File: src/rtl/reg_fifo_p.sv
// Register-mapped packet FIFO driven by regwrap access enables: programmable
// packet length, level/threshold reporting, sticky error flags, flush and read-complete.
module reg_fifo_p #(
  parameter int WIDTH     = 8,
  parameter int DEPTH     = 16,
  parameter int LEN_W     = $clog2(DEPTH + 1),
  parameter int AF_THRESH = DEPTH - 1,
  parameter int AE_THRESH = 1
) (
  input  logic             clk,
  input  logic             reset,
  input  logic             wr_en,
  input  logic [WIDTH-1:0] data_in,
  input  logic             rd_en,
  output logic [WIDTH-1:0] data_out,
  input  logic             length_wr_en,
  input  logic [LEN_W-1:0] length_in,
  input  logic             length_rd_en,
  output logic [LEN_W-1:0] length_out,
  input  logic             flush,
  input  logic             clr_flags,
  output logic [LEN_W-1:0] level,
  output logic             full,
  output logic             empty,
  output logic             almost_full,
  output logic             almost_empty,
  output logic             overflow,
  output logic             underflow,
  output logic             read_complete
);

  localparam int PTR_W = $clog2(DEPTH);
  localparam logic [LEN_W-1:0] DEPTH_L = LEN_W'(DEPTH);
  localparam logic [LEN_W-1:0] AF_L    = LEN_W'(AF_THRESH);
  localparam logic [LEN_W-1:0] AE_L    = LEN_W'(AE_THRESH);

  logic [WIDTH-1:0] r_mem [DEPTH];
  logic [PTR_W-1:0] r_wr_ptr;
  logic [PTR_W-1:0] r_rd_ptr;
  logic [LEN_W-1:0] r_level;
  logic [LEN_W-1:0] r_length;
  logic [LEN_W-1:0] r_length_out;
  logic [LEN_W-1:0] r_rd_cnt;
  logic [WIDTH-1:0] r_data_out;
  logic             r_overflow;
  logic             r_underflow;
  logic             r_read_complete;

  logic [LEN_W-1:0] w_eff_len;
  logic [LEN_W-1:0] w_rd_cnt_nxt;
  logic             w_full;
  logic             w_empty;
  logic             w_wr_acc;
  logic             w_rd_acc;
  logic             w_clr_cnt;

  // Out-of-range lengths stay stored as written and are clamped only here.
  always_comb begin
    // NOTE: assign a default before any condition so always_comb never infers a latch.
    w_eff_len = r_length;
    if (r_length == '0 || r_length > DEPTH_L) w_eff_len = DEPTH_L;
  end

  assign w_full       = (r_level >= w_eff_len);
  assign w_empty      = (r_level == '0);
  assign w_wr_acc     = wr_en && !w_full && !flush;
  assign w_rd_acc     = rd_en && !w_empty && !flush;
  assign w_clr_cnt    = flush || w_wr_acc || length_wr_en;
  assign w_rd_cnt_nxt = r_rd_cnt + LEN_W'(1);

  // NOTE: the storage array has no reset; the pointers and level define which entries are valid.
  always_ff @(posedge clk) begin
    if (w_wr_acc) r_mem[r_wr_ptr] <= data_in;
  end

  always_ff @(posedge clk or posedge reset) begin
    if (reset) begin
      // NOTE: sequential state uses non-blocking assignments so every register samples pre-edge values.
      r_wr_ptr        <= '0;
      r_rd_ptr        <= '0;
      r_level         <= '0;
      r_length        <= '0;
      r_length_out    <= '0;
      r_rd_cnt        <= '0;
      r_data_out      <= '0;
      r_overflow      <= 1'b0;
      r_underflow     <= 1'b0;
      r_read_complete <= 1'b0;
    end else begin
      if (flush) begin
        r_wr_ptr <= '0;
        r_rd_ptr <= '0;
        r_level  <= '0;
      end else begin
        if (w_wr_acc) r_wr_ptr <= r_wr_ptr + PTR_W'(1);
        if (w_rd_acc) r_rd_ptr <= r_rd_ptr + PTR_W'(1);
        r_level <= r_level + LEN_W'(w_wr_acc) - LEN_W'(w_rd_acc);
      end

      if (w_rd_acc)     r_data_out   <= r_mem[r_rd_ptr];
      if (length_wr_en) r_length     <= length_in;
      if (length_rd_en) r_length_out <= r_length;

      // A same-cycle error event beats clr_flags; flush beats everything.
      if (flush)                r_overflow <= 1'b0;
      else if (wr_en && w_full) r_overflow <= 1'b1;
      else if (clr_flags)       r_overflow <= 1'b0;

      if (flush)                 r_underflow <= 1'b0;
      else if (rd_en && w_empty) r_underflow <= 1'b1;
      else if (clr_flags)        r_underflow <= 1'b0;

      if (w_clr_cnt) begin
        r_rd_cnt        <= '0;
        r_read_complete <= 1'b0;
      end else if (w_rd_acc) begin
        r_rd_cnt <= w_rd_cnt_nxt;
        if (w_rd_cnt_nxt == w_eff_len) r_read_complete <= 1'b1;
      end
    end
  end

  assign data_out      = r_data_out;
  assign length_out    = r_length_out;
  assign level         = r_level;
  assign full          = w_full;
  assign empty         = w_empty;
  assign almost_full   = (r_level >= AF_L);
  assign almost_empty  = (r_level <= AE_L);
  assign overflow      = r_overflow;
  assign underflow     = r_underflow;
  assign read_complete = r_read_complete;

endmodule

File: config.mk
export PLATFORM = sky130hd
export DESIGN_NAME = reg_fifo_p
export DESIGN_NICKNAME = d
export VERILOG_FILES = /design/src/rtl/reg_fifo_p.sv
export SDC_FILE = /design/constraint.sdc
export NUM_CORES = 1
export LEC_CHECK = 0
export BUFFER_PORTS_ARGS = -buffer_cell sky130_fd_sc_hd__buf_2
export CAP_MARGIN = 20
export CORE_UTILIZATION = 55
export CTS_CLUSTER_SIZE = 24
export DETAILED_ROUTE_END_ITERATION = 16
export PLACE_DENSITY = 0.74
export SLEW_MARGIN = 20
export SYNTH_ARGS = -nofsm -noshare
export SYNTH_HDL_FRONTEND = slang
export SYNTH_SLANG_ARGS = --single-unit
File: constraint.sdc
create_clock -name clk -period 6 [get_ports clk]
set_clock_uncertainty 0.1 [all_clocks]
set_input_delay 1.2 -clock clk [delete_from_list [all_inputs] [get_ports clk]]
set_output_delay 1.2 -clock clk [all_outputs]
set_load 0.01 [all_outputs]
==> results of run 1 <==
[logic make-up after synthesis]
| group | count (synthesis) | share of synthesized area (%) |
|---|---|---|
| compound gates | 40 | 3.57 |
| xor+xnor | 16 | 1.94 |
| fa+ha+maj | 25 | 4.44 |
| buf+inv | 34 | 2.64 |
| flops | 167 | 66.8 |
| mux | 62 | 14.3 |
| simple gates | 86 | 6.25 |
[worst min path at each step]
stage	start	end	slack (ns)	depth (start not counted)
after floorplan	r_length[4]	length_out[4]	0.38	1
after global placement	data_out[0]	data_out[0]	0.36	1
after detailed placement	data_out[3]	data_out[3]	0.37	1
after CTS	data_out[0]	data_out[0]	0.38	1
after global routing	data_out[0]	data_out[0]	0.40	1
final	data_out[0]	data_out[0]	0.38	1
[per-layer routing]
layer	share of wire [%]	wire (um)	GRT usage, %	vias up
met5	0	0	0	-
met4	1.4	189	8.38	0
met3	5.3	735	4.77	15
met2	50	6860	35.8	127
met1	44	6040	31.1	1960
li1	-	-	-	1733
[layout by cell type (no fill, tap or decap), types with 2 or more instances in the layout]
| cell | Yosys | routed |
|---|---|---|
| clkbuf_16 | 0 | 17 |
| ha_1 | 24 | 24 |
| o21ai_0 | 7 | 7 |
| and2_1 | 9 | 9 |
| nand4_1 | 4 | 4 |
| clkinvlp_4 | 0 | 3 |
| clkinv_1 | 0 | 3 |
| buf_2 | 7 | 45 |
| nor2_1 | 30 | 30 |
| mux2_2 | 10 | 10 |
| clkinv_2 | 0 | 2 |
| o22ai_1 | 8 | 8 |
| or3_1 | 2 | 2 |
| nand3_1 | 8 | 8 |
| mux2i_1 | 20 | 20 |
| nor3_1 | 5 | 4 |
| mux4_2 | 32 | 32 |
| edfxtp_1 | 128 | 128 |
| o211ai_1 | 2 | 2 |
| buf_4 | 1 | 6 |
| xor2_1 | 9 | 9 |
| a21o_1 | 9 | 9 |
| bufinv_16 | 0 | 2 |
| nor2b_1 | 5 | 5 |
| xnor2_1 | 7 | 7 |
| nand2_1 | 12 | 12 |
| inv_1 | 13 | 13 |
| inv_6 | 1 | 3 |
| nand2b_1 | 5 | 5 |
| a21oi_1 | 8 | 8 |
| dfrtp_1 | 39 | 38 |
[critical path, cell delays in order (launching register included)]
cell      delay (ns)
dfrtp_1         0.43
nor2_1          0.14
nand2_1         0.08
ha_1            0.33
nand2b_1        0.23
ha_1            0.33
a21o_1          0.14
a31oi_2         0.05
o211ai_1        0.71
ha_1            0.37
inv_1           0.06
ha_1            0.15
inv_1           0.05
fa_1            0.40
nor2_1          0.12
nor2_1          0.05
nor2_1          0.11
or3_1           0.12
a21oi_1         0.06
[through the flow]
step	cells	cell area, um^2	utilization (%)	hold WS, ns
2_1_floorplan	430	7210	-	0.379
3_3_place_gp	633	7570	59.5	0.363
5_1_grt	664	8130	63.9	0.396
3_5_place_dp	633	7570	59.5	0.367
6_report	664	8130	63.9	0.379
4_1_cts	664	8130	63.9	0.382
[sequential cells by signal, indices dropped and copies added, names as in the netlist]
register       count
length_out         5
read_complete      1
level              5
r_rd_cnt           5
underflow          1
r_mem            128
r_wr_ptr           4
r_length           5
r_rd_ptr           4
data_out           8
overflow           1
[where the power goes]
group	total, mW	switching [mW]	internal [mW]
Combinational	0.812	0.434	0.378
Clock	1.04	0.432	0.607
Sequential	1.40	0.0741	1.33
[area by class of cell]
cell class,count,area share [%]
Timing Repair Buffer,51,3.32
Clock buffer,18,5.28
Multi-Input combinational cell,229,27.1
Inverter,14,0.708
Clock inverter,13,1.60
Sequential cell,167,59.3
Tap cell,172,2.65
==> flow_metrics.tcl, run 1 <==
set metrics [dict create \
    first_pass_iters 5 \
    worst-r2r-cell-count 18 \
    final.min_clock_period_ns 4.17 \
    fin_crit_sh_pct 69.5 \
    antenna_found_initial 0 \
    cts_resized 0 \
    rr_endpoint "level[4]" \
    row_count 41 \
    cp.required_ns 6.19 \
    drcViolationCount 0 \
    wl_um 13800 \
    setup_viol 0 \
    p_leak_nw 2.97 \
    crit_fanout 11 \
    start_kind "register" \
    numCtsBuffers 17 \
    grt_pass1_vias 3818 \
    worstHoldPathType "reg -> reg" \
    crit_path_end_kind "register" \
    synth_area_leaders "edfxtp_1 (53%), dfrtp_1 (14%), mux4_2 (10%), ha_1 (4.2%), mux2i_1 (2.8%)" \
    track_usage_pct 22.6 \
    hpwl_um 8680 \
    ys_ff_latch 167 \
    antenna_cells 0 \
    powerDensity_nw_per_um2 400 \
    synthArstFlopShare_pct 23.4 \
    finalPower_mw 3.25 \
    fill_cells 948 \
    timing.rr.start "r_length[0]" \
    synth.top_cell.area_share_pct 53.3 \
    coreArea_um2 12700 \
    syn_nets 476 \
    ir_worst_vdd_mv 0.232 \
    yosysMostFrequentCell "edfxtp_1" \
    nNetsFinal 526 \
    routed_via_density 5.78 \
    critPathCapture "level[4]" \
    maxCapViolations 0 \
    gp_routability_congestion 0.803 \
    synth_top_area_cell "edfxtp_1" \
    grt_pass1_wl_um 21500 \
    fin_ws_ns 1.83 \
    grt_max_degree 40 \
    synth_cell_type_count 41 \
    cts_hold_buffers 0 \
    wl_per_cell_um 20.8 \
    hold_viol 0 \
    criticalPathCategory "reg -> reg" \
    clock_latency_ns 0.42 \
    grt_overflow 0 \
    die_w_um 117 \
    cts.reportedPaths.clkPinSlew_ns 0.06 \
    io_buffer_count 45 \
    multiInputGateArea_um2 2210 \
    synth_ff_type "edfxtp_1" \
    vias 3835 \
    initial_core_util_pct 56.7 \
    rsz0062_at_grt "no" \
    status "completed" \
    worst_pin_slew_ns 0.992 \
    syn_area_per_cell_um2 16.8 \
    yosysSeqAreaShare_pct 66.8 \
    syn_inst 430 \
    clock_path_buffers 2 \
    synth.cell_area_um2 7210 \
    ff2ff_setup_slack_ns 1.83 \
    tns_ns 0 \
    slew_headroom_pct 33.6 \
    first_iter_violations 300 \
    startpoint "r_length[0]" \
    die_area_um2 13600 \
    cp.arrival_ns 4.36 \
    antenna_left 0 \
    synth_edf_count 128 \
    max_freq_mhz 240 \
    io_pins 46 \
    dp_slack_ns 1.85 \
    slew_violations 0 \
    regArea_um2 4820 \
    layout-drive-gt1-share_pct 26.0 \
    area_growth_syn_to_layout_pct 12.7 \
    synthTopCellsByCount "edfxtp_1 (128), dfrtp_1 (39), mux4_2 (32)" \
    cts-root-buf "clkbuf_16" \
    cts_tree "done" \
    cts_sinks 167 \
    cts_setup_buffers 0 \
    chipHeight_um 117 \
    htreeDepth 4 \
    yosysWarnings 0 \
]
Power figures use the tool's default switching activity.
==> inputs of run 2 (changes only) <==
Settings changed: CORE_UTILIZATION 55 to 54, PLACE_DENSITY 0.74 to 0.76.
Clock period 6 ns to 3.4 ns, I/O delays scaled along.
==> run 2 against run 1 <==
  * Global-route usage down 1.2 points
  * Utilization up 1.3 points
  * Combinational power up 90%
  * Fmax up 24%
  * Largest power group unchanged
  * Highest routed layer unchanged
==> flow_metrics.tcl, run 2 (synthesized netlist as in run 1, its figures left out) <==
set metrics [dict create \
    mostFrequentLayoutCell "edfxtp_1" \
    cp.arrival_ns 3.63 \
    combPwrFrac_pct 26.1 \
    clock_latency_ns 0.43 \
    regArea_um2 4820 \
    row_count 41 \
    clock_path_buffers 2 \
    antenna_found_initial 0 \
    cts-root-buf "clkbuf_16" \
    fin_crit_sh_pct 99.3 \
    htreeDepth 4 \
    startpoint "r_length[1]" \
    postLayoutCellArea_um2 8370 \
    tns_ns 0 \
    crit_fanout 6 \
    antenna_cells 0 \
    hpwl_um 8720 \
    slew_headroom_pct 64.1 \
    wl_per_cell_um 20.1 \
    ir_worst_vdd_mv 0.526 \
    timing.rr.start "r_length[1]" \
    grt_max_degree 40 \
    area_growth_syn_to_layout_pct 16.0 \
    slew_violations 0 \
    p_leak_nw 3.08 \
    path_buf_inv 2 \
    crit_path_end_kind "register" \
    worst-r2r-cell-count 18 \
    swShare_pct 29.4 \
    finalPower_mw 5.92 \
    critPathSlowestCell "dfrtp_1" \
    die_area_um2 13800 \
    criticalPathCategory "reg -> reg" \
    cts_sinks 167 \
    worstHoldPathType "in -> async" \
    first_pass_iters 5 \
    numCtsBuffers 17 \
    wl_um 13700 \
    path_delay_family "adder cells" \
    powerDensity_nw_per_um2 707 \
    crit_chain "nor2_2, nand2_2, ha_4, nand2b_4, ha_4, a21o_1, a31oi_2, o211ai_1, ha_1, inv_2, ha_4, inv_2, fa_2, nor2_1, nor2_1, nor2_1, or3_1, a21oi_2" \
    place_inst 651 \
    grt_overflow 0 \
    max_freq_mhz 296 \
    first_iter_violations 294 \
    hold_viol 0 \
    p_clk_share_pct 32.3 \
    io_pins 46 \
    cts_tree "done" \
    seqPwrFrac_pct 41.7 \
    largest_reg_flops 128 \
    drcViolationCount 0 \
    io_buffer_count 45 \
    critPathMaxStageDelay_ns 0.39 \
    cts.reportedPaths.clkPinSlew_ns 0.07 \
    power.switching_mw 1.74 \
    multiInputGateArea_um2 2270 \
    fin_cells 684 \
    place_area_um2 7730 \
    chipHeight_um 118 \
    track_usage_pct 21.4 \
    coreArea_um2 12800 \
    initial_core_util_pct 56.2 \
    fill_cells 874 \
    cp.depth 18 \
    start_kind "register" \
    status "completed" \
    gp_routability_congestion 0.838 \
    intPower_mw 4.18 \
    antenna_left 0 \
    layout-drive-gt1-share_pct 31.6 \
    grt_pass1_wl_um 21500 \
    cp.required_ns 3.66 \
    final.min_clock_period_ns 3.38 \
    worst_pin_slew_ns 0.535 \
    maxCapViolations 0 \
    layout_common_cells "edfxtp_1 (128), buf_2 (45), dfrtp_1 (39)" \
    grt_pass1_vias 4010 \
    regMostFlops "r_mem" \
    rsz0062_at_grt "yes" \
    routed_via_density 5.73 \
    nNetsFinal 546 \
    vias 3922 \
    die_w_um 118 \
    setup_viol 0 \
]
-- run 2: cell count changes in the layout (fill, tap and decap cells not counted), moves of 3 or more --
cell,change
ha_4,+3
buf_4,+20
ha_1,-3
inv_8,+3
-- run 2: metal layers --
layer	GRT usage, %	part of all wire, %
met1	28.0	43
met2	34.0	50
met3	6.40	5.0
met4	7.93	1.9
met5	0	0
-- run 2: path summary, 6_finish.rpt --
| kind | end | slack (ns) |
|---|---|---|
| max | level[4] | 0.02 |
| min | r_length[2] | 0.27 |
| max reg2reg | level[4] | 0.02 |
| min reg2reg | data_out[0] | 0.37 |
| max in group asynchronous | r_wr_ptr[1] | 2.56 |
| min in group clk | r_length[4] | 0.36 |
-- run 2: metrics by stage --
stage | hold slack [ns] | worst slack, ns | util, %
5_1_grt | 0.322 | -0.136 | 65.2
6_report | 0.275 | 0.0235 | 65.2
3_5_place_dp | 0.362 | -0.000250 | 60.3
4_1_cts | 0.288 | 0.00967 | 64.9
2_1_floorplan | 0.379 | 0.0260 | -
3_3_place_gp | 0.357 | 0.154 | 60.3
-- run 2: final cells by class --
cell class	instances	area share [%]
flip-flops and latches	167	57.6
inverters	14	0.688
repair buffers	71	5.02
clock buffers	17	5.08
clock inverters	14	1.94
well taps	172	2.57
multi-input cells	229	27.1
-- run 2: power by group through the flow --
stage	Combinational (mW)	Clock [mW]	Sequential (mW)
floorplan	1.07	0	2.53
global placement	1.46	0	2.49
detailed placement	1.50	0	2.50
CTS	1.53	1.94	2.46
global route	1.70	2.01	2.48
finish	1.54	1.91	2.47
-- run 2: repair_timing --
| item | 4_1_cts | 5_1_grt |
|---|---|---|
| buffers inserted | 0 | 2 |
| setup endpoints to repair | 1 | 4 |
| hold buffers | 0 | 0 |
| pin swaps | 2 | 11 |
| resized for setup | 2 | 9 |
-- run 2: tightest hold or removal path: cells and delay by family --
kind                   cells  cell delay (ns)
buffers and inverters      3             0.58
